## src/rtl/loader_pkg.sv

```systemverilog
// Shared types and constants for the instruction-memory stream loader.
package loader_pkg;

    typedef enum logic [2:0] {
        IDLE,
        HDR,
        DATA,
        CSUM,
        ERR
    } loader_state_t;

    // Frame header is a 4-byte little-endian payload length.
    localparam int HDR_BYTES = 4;
    localparam int HDR_CNT_W = $clog2(HDR_BYTES);

    // XOR checksum seed at the start of every frame.
    localparam logic [7:0] CSUM_INIT = 8'h00;

    // A session is active (stream accepted, CPU held) in these states.
    function automatic logic is_active(input loader_state_t st);
        return (st == HDR) || (st == DATA) || (st == CSUM);
    endfunction

endpackage

```

## src/rtl/instr_mem_loader.sv

```systemverilog
// Framed byte-stream loader: parses [len32 LE][payload][xor8], writes the
// payload byte-by-byte into instruction memory and holds the CPU meanwhile.
module instr_mem_loader
    import loader_pkg::*;
#(
    parameter int                    ADDR_WIDTH = 16,
    parameter logic [ADDR_WIDTH-1:0] BASE_ADDR  = '0
) (
    input  logic                  clk,
    input  logic                  rst,
    input  logic                  start,
    input  logic                  byte_valid,
    input  logic [7:0]            byte_data,
    output logic                  byte_ready,
    output logic                  mem_we,
    output logic [ADDR_WIDTH-1:0] mem_addr,
    output logic [7:0]            mem_wdata,
    output logic                  cpu_hold,
    output logic                  busy,
    output logic                  done,
    output logic                  error
);

    // Payload counter is one bit wider than the address so an exact fill
    // of the whole memory can be counted without wrapping.
    localparam int          CNT_W     = ADDR_WIDTH + 1;
    localparam logic [32:0] MEM_BYTES = 33'd1 << ADDR_WIDTH;
    localparam logic [32:0] BASE_EXT  = {{(33 - ADDR_WIDTH){1'b0}}, BASE_ADDR};

    loader_state_t          state_reg,     state_next;
    logic [HDR_CNT_W-1:0]   hdr_cnt_reg,   hdr_cnt_next;
    logic [CNT_W-1:0]       byte_cnt_reg,  byte_cnt_next;
    logic [31:0]            len_reg,       len_next;
    logic [7:0]             csum_reg,      csum_next;
    logic                   mem_we_reg,    mem_we_next;
    logic [ADDR_WIDTH-1:0]  mem_addr_reg,  mem_addr_next;
    logic [7:0]             mem_wdata_reg, mem_wdata_next;
    logic                   done_reg,      done_next;

    logic                   accept;
    logic [32:0]            end_addr;
    logic                   last_payload;

    // Ready depends on state only, never on byte_valid.
    assign byte_ready = is_active(state_reg);
    assign busy       = is_active(state_reg);
    assign cpu_hold   = is_active(state_reg);
    assign error      = (state_reg == ERR);
    assign accept     = byte_valid && byte_ready;

    assign mem_we     = mem_we_reg;
    assign mem_addr   = mem_addr_reg;
    assign mem_wdata  = mem_wdata_reg;
    assign done       = done_reg;

    // One past the last address the frame would touch, in 33 bits so that
    // BASE_ADDR + len cannot overflow before the range check.
    assign end_addr     = BASE_EXT + {1'b0, len_next};
    assign last_payload = (32'(byte_cnt_reg) == (len_reg - 32'd1));

    // State and datapath registers.
    always_ff @(posedge clk) begin
        if (rst) begin
            state_reg     <= IDLE;
            hdr_cnt_reg   <= '0;
            byte_cnt_reg  <= '0;
            len_reg       <= '0;
            csum_reg      <= CSUM_INIT;
            mem_we_reg    <= 1'b0;
            mem_addr_reg  <= '0;
            mem_wdata_reg <= '0;
            done_reg      <= 1'b0;
        end else begin
            state_reg     <= state_next;
            hdr_cnt_reg   <= hdr_cnt_next;
            byte_cnt_reg  <= byte_cnt_next;
            len_reg       <= len_next;
            csum_reg      <= csum_next;
            mem_we_reg    <= mem_we_next;
            mem_addr_reg  <= mem_addr_next;
            mem_wdata_reg <= mem_wdata_next;
            done_reg      <= done_next;
        end
    end

    // Next-state and datapath updates; everything holds unless a byte is
    // accepted or a session is started.
    always_comb begin
        state_next     = state_reg;
        hdr_cnt_next   = hdr_cnt_reg;
        byte_cnt_next  = byte_cnt_reg;
        len_next       = len_reg;
        csum_next      = csum_reg;
        mem_we_next    = 1'b0;
        mem_addr_next  = mem_addr_reg;
        mem_wdata_next = mem_wdata_reg;
        done_next      = 1'b0;

        case (state_reg)
            IDLE, ERR: begin
                if (start) begin
                    state_next    = HDR;
                    hdr_cnt_next  = '0;
                    byte_cnt_next = '0;
                    len_next      = '0;
                    csum_next     = CSUM_INIT;
                end
            end

            HDR: begin
                if (accept) begin
                    len_next[8*hdr_cnt_reg +: 8] = byte_data;
                    hdr_cnt_next = hdr_cnt_reg + 1'b1;
                    if (hdr_cnt_reg == HDR_CNT_W'(HDR_BYTES - 1)) begin
                        byte_cnt_next = '0;
                        if (end_addr > MEM_BYTES) begin
                            state_next = ERR;
                        end else if (len_next == 32'd0) begin
                            state_next = CSUM;
                        end else begin
                            state_next = DATA;
                        end
                    end
                end
            end

            DATA: begin
                if (accept) begin
                    mem_we_next    = 1'b1;
                    mem_addr_next  = BASE_ADDR + byte_cnt_reg[ADDR_WIDTH-1:0];
                    mem_wdata_next = byte_data;
                    csum_next      = csum_reg ^ byte_data;
                    byte_cnt_next  = byte_cnt_reg + 1'b1;
                    if (last_payload) begin
                        state_next = CSUM;
                    end
                end
            end

            CSUM: begin
                if (accept) begin
                    if (byte_data == csum_reg) begin
                        state_next = IDLE;
                        done_next  = 1'b1;
                    end else begin
                        state_next = ERR;
                    end
                end
            end

            default: begin
                state_next = IDLE;
            end
        endcase
    end

endmodule

```

## config.mk

```make
export PLATFORM = sky130hd
export DESIGN_NAME = instr_mem_loader
export DESIGN_NICKNAME = d
export VERILOG_FILES = /design/src/rtl/loader_pkg.sv /design/src/rtl/instr_mem_loader.sv
export SDC_FILE = /design/constraint.sdc
export NUM_CORES = 1
export LEC_CHECK = 0
export CORE_AREA = 2 2 115 94
export CTS_CLUSTER_SIZE = 14
export DETAILED_ROUTE_END_ITERATION = 8
export DIE_AREA = 0 0 117 96
export DONT_BUFFER_PORTS = 1
export PLACE_DENSITY = 0.74
export SYNTH_ARGS = -nofsm -noshare
export SYNTH_HDL_FRONTEND = slang
export SYNTH_SLANG_ARGS = --single-unit
```

## constraint.sdc

```tcl
create_clock -name clk -period 2.5 [get_ports clk]
set_input_delay 0.25 -clock clk [delete_from_list [all_inputs] [get_ports clk]]
set_output_delay 0.25 -clock clk [all_outputs]
set_load 0.01 [all_outputs]
```

==> impl_metrics.env <==
export IMPL_status="completed"
export IMPL_clk_path_buf_depth=2
export IMPL_drtPass1Iterations=5
export IMPL_peakVddDrop_uv=491.8
export IMPL_maxSlewViolCount=0
export IMPL_wire_per_inst_microns=18.35
export IMPL_ys_warn_count=0
export IMPL_hold_viol=0
export IMPL_gp_congestion=0.9790
export IMPL_drv_cap=0
export IMPL_start_util_pct=48.86
export IMPL_antenna_cells=0
export IMPL_cts_tree="yes"
export IMPL_ys_seq_area_share_pct=35.65
export IMPL_die_area_sq_mm=0.01123
export IMPL_core_sq_mm=0.01012
export IMPL_slowest_stage="or4_1"
export IMPL_final_period_utilization_pct=98.81
export IMPL_clk_pin_slew_ps=70
export IMPL_dpl_hpwl_microns=10610
export IMPL_area_delta_synth_final_pct=14.73
export IMPL_drtIter0Drc=428
export IMPL_fillers=934
export IMPL_end_kind="register"
export IMPL_clock_latency_ps=350
export IMPL_cp_data_arrival_time_ps=2750
export IMPL_hp_start="byte_data[2]"
export IMPL_fin_crit_ps=2470
export IMPL_die_w_microns=117
export IMPL_tightest_slew_ps=539.4
export IMPL_ys_seq_elements=88
export IMPL_grt_usage_pct=26.69
export IMPL_synthArstFlopShare_pct=0
export IMPL_grt_pass1_wl_microns=23000
export IMPL_cts_buffers=9
export IMPL_io_pin_count=42
export IMPL_cp_start_kind="register"
export IMPL_ys_types=62
export IMPL_hp_class="primary input to register"
export IMPL_fin_tns_setup_ps=0
export IMPL_layout_nets=667
export IMPL_grt_pass1_vias=4474
export IMPL_synthesis_nets=656
export IMPL_grt_overflow=0
export IMPL_grt_max_degree=71
export IMPL_cp_max_fo=5
export IMPL_cp_required_ps=2780
export IMPL_vias_per_cell=6.013
export IMPL_vias=4762
export IMPL_multiInputGateArea_sq_mm=0.002997
export IMPL_port_buffers=0
export IMPL_synth_cells=636
export IMPL_fmax_mhz=404.8
export IMPL_synthFlopType="dfxtp_1"
export IMPL_synth_area_sq_mm=0.004942
export IMPL_routed_wl_microns=14540
export IMPL_postCtsSetupBuffers=0
export IMPL_syn_avg_cell_area_sq_um=7.771
export IMPL_synth_edf_count=0
export IMPL_largest_reg_flops=32
export IMPL_root_buffer="clkbuf_16"
export IMPL_rsz0062_at_grt="true"
export IMPL_drive_gt1_share_pct=14.26
export IMPL_regArea_sq_mm=0.001762
export IMPL_skew_ps=13.65
export IMPL_p_leak_nw=2.114
export IMPL_p_per_area_mw_per_mm2=835.9
export IMPL_die_y_microns=96
export IMPL_maxSlewHeadroom_pct=63.91
export IMPL_cts_sinks=88
export IMPL_cp_slowest_stage_delay_ps=540
export IMPL_critical_path_cell_chain="inv_1 -> ha_1 -> and3b_1 -> a31oi_1 -> nand4b_1 -> or4_1 -> o31ai_2 -> nand2_1 -> o21ai_1"
export IMPL_critical_path_class="register to register"
export IMPL_antenna_found_initial=0
export IMPL_drc=0
export IMPL_critPathLaunch="hdr_cnt_reg[1]$_SDFFE_PP0P_"
export IMPL_rows=33
export IMPL_holdWs_ps=54.05
export IMPL_antenna_left=0
export IMPL_htreeDepth=3
export IMPL_final_util_pct=56.05
export IMPL_setup_viol=0
export IMPL_r2r_start="hdr_cnt_reg[1]$_SDFFE_PP0P_"
synth_stat cells, types with 3 or more instances:
cell type,number,area [sq um]
inv_1,9,33.78
a211oi_1,3,22.52
nor3_1,20,100.1
o21ai_0,20,100.1
a22oi_1,30,225.2
nor3b_1,5,37.54
a221oi_1,3,26.28
or3_1,7,43.79
ha_1,8,100.1
and2_1,7,43.79
a21o_1,4,30.03
o21ai_1,4,20.02
nand2_1,68,255.2
or2_2,7,43.79
or4_1,7,52.55
dfxtp_1,88,1762
nand4b_1,4,35.03
o21a_1,8,60.06
a21oi_1,45,225.2
nand4_1,14,87.58
nand3_1,6,30.03
nor4_1,11,68.82
o41ai_1,3,26.28
and3_1,6,37.54
xnor2_1,19,166.4
o31ai_1,3,22.52
nor2b_1,4,25.02
nor2_1,89,334.1
nand2b_1,9,56.30
buf_2,3,15.01
xor2_1,26,227.7
nor4bb_1,4,40.04
a31oi_1,3,18.77
clkbuf_1,46,172.7
nand3b_1,6,45.04
metrics by stage:
stage	total power, mW	std cells	cell area, sq um	setup slack (ps)
after floorplan	2.786	636	4942	6.777
after global placement	3.291	775	5290	-162.1
final	4.740	792	5670	29.72
after detailed placement	3.305	775	5290	-72.48
after global routing	4.985	792	5670	-72.41
after CTS	4.661	792	5614	35.30
path summary, 6_finish.rpt:
check | end | slack [ps] | depth (start not counted)
max | state_reg[0]$_SDFFE_PP0P_ | 30 | 9
min | len_reg[2]$_SDFF_PP0_ | 50 | 2
max reg2reg | state_reg[0]$_SDFFE_PP0P_ | 30 | 9
min reg2reg | mem_addr[6]$_SDFFE_PP0P_ | 500 | 2
critical path: cells and delay by family, from the launching register on:
| family | cells | cell delay [ps] |
|---|---|---|
| AOI/OAI and AO/OA | 3 | 640 |
| adders and majority gates | 1 | 340 |
| buffers and inverters | 1 | 90 |
| DFF | 1 | 350 |
| and+or+nand+nor | 4 | 1000 |
layout by cell type, fill, tap and decap left out, types with 3 or more instances in the layout:
master,synthesis,routed
o41ai_1,3,3
inv_6,0,4
nor4bb_1,4,3
inv_1,9,9
a21oi_1,45,45
a31oi_1,3,3
a21o_1,4,4
nor3_1,20,20
o21ai_0,20,20
and3_1,6,6
or2_2,7,7
xor2_1,26,26
o21ai_1,4,4
or4_1,7,6
nand3_1,6,6
nand4_1,14,14
a2111oi_2,0,3
nand4b_1,4,4
dfxtp_1,88,88
nand2b_1,9,9
a22oi_1,30,30
buf_4,2,52
nor2_1,89,89
nand3b_1,6,6
or3_1,7,6
nor3b_1,5,4
xnor2_1,19,19
ha_1,8,8
and2_1,7,7
o21a_1,8,8
nor2b_1,4,4
nand2_1,68,68
nor4_1,11,10
clkbuf_16,0,9
cell families (layout without fill, tap and decap cells):
family / Yosys count / in the layout / synth area share [%]
flops: 88 / 88 / 35.65
simple gates: 281 / 281 / 28.86
fa+ha+maj: 8 / 8 / 2.025
mux: 3 / 3 / 0.6329
compound gates: 149 / 149 / 19.77
buf+inv: 62 / 78 / 5.088
xor+xnor: 45 / 45 / 7.975
layer usage:
metal | track usage (%) | vias to the layer above | share of wire, %
li1 | - | 2288 | -
met1 | 34.79 | 2252 | 44
met2 | 44.36 | 188 | 46
met3 | 6.360 | 34 | 7.4
met4 | 7.353 | 0 | 2.2
met5 | 0 | - | 0
area by class of cell:
cell class	instances	area share, %
Sequential cell	88	31.07
Multi-Input combinational cell	486	52.85
Clock buffer	9	3.972
Tap cell	140	3.089
Timing Repair Buffer	53	7.370
Inverter	9	0.5958
Clock inverter	7	1.059
where the power goes:
part | leakage [nW] | internal, mW | switching, mW | total, mW
Clock | 0.143 | 0.696 | 0.624 | 1.32
Sequential | 0.710 | 1.47 | 0.116 | 1.58
Combinational | 1.26 | 0.800 | 1.04 | 1.84
Total | 2.11 | 2.96 | 1.78 | 4.74
timing repair:
action	CTS	global route
pin swaps	0	2
hold endpoints to repair	70	0
setup endpoints to repair	1	6
hold buffers	1	0
resized for setup	2	12
(Power assumes the default switching activity.)
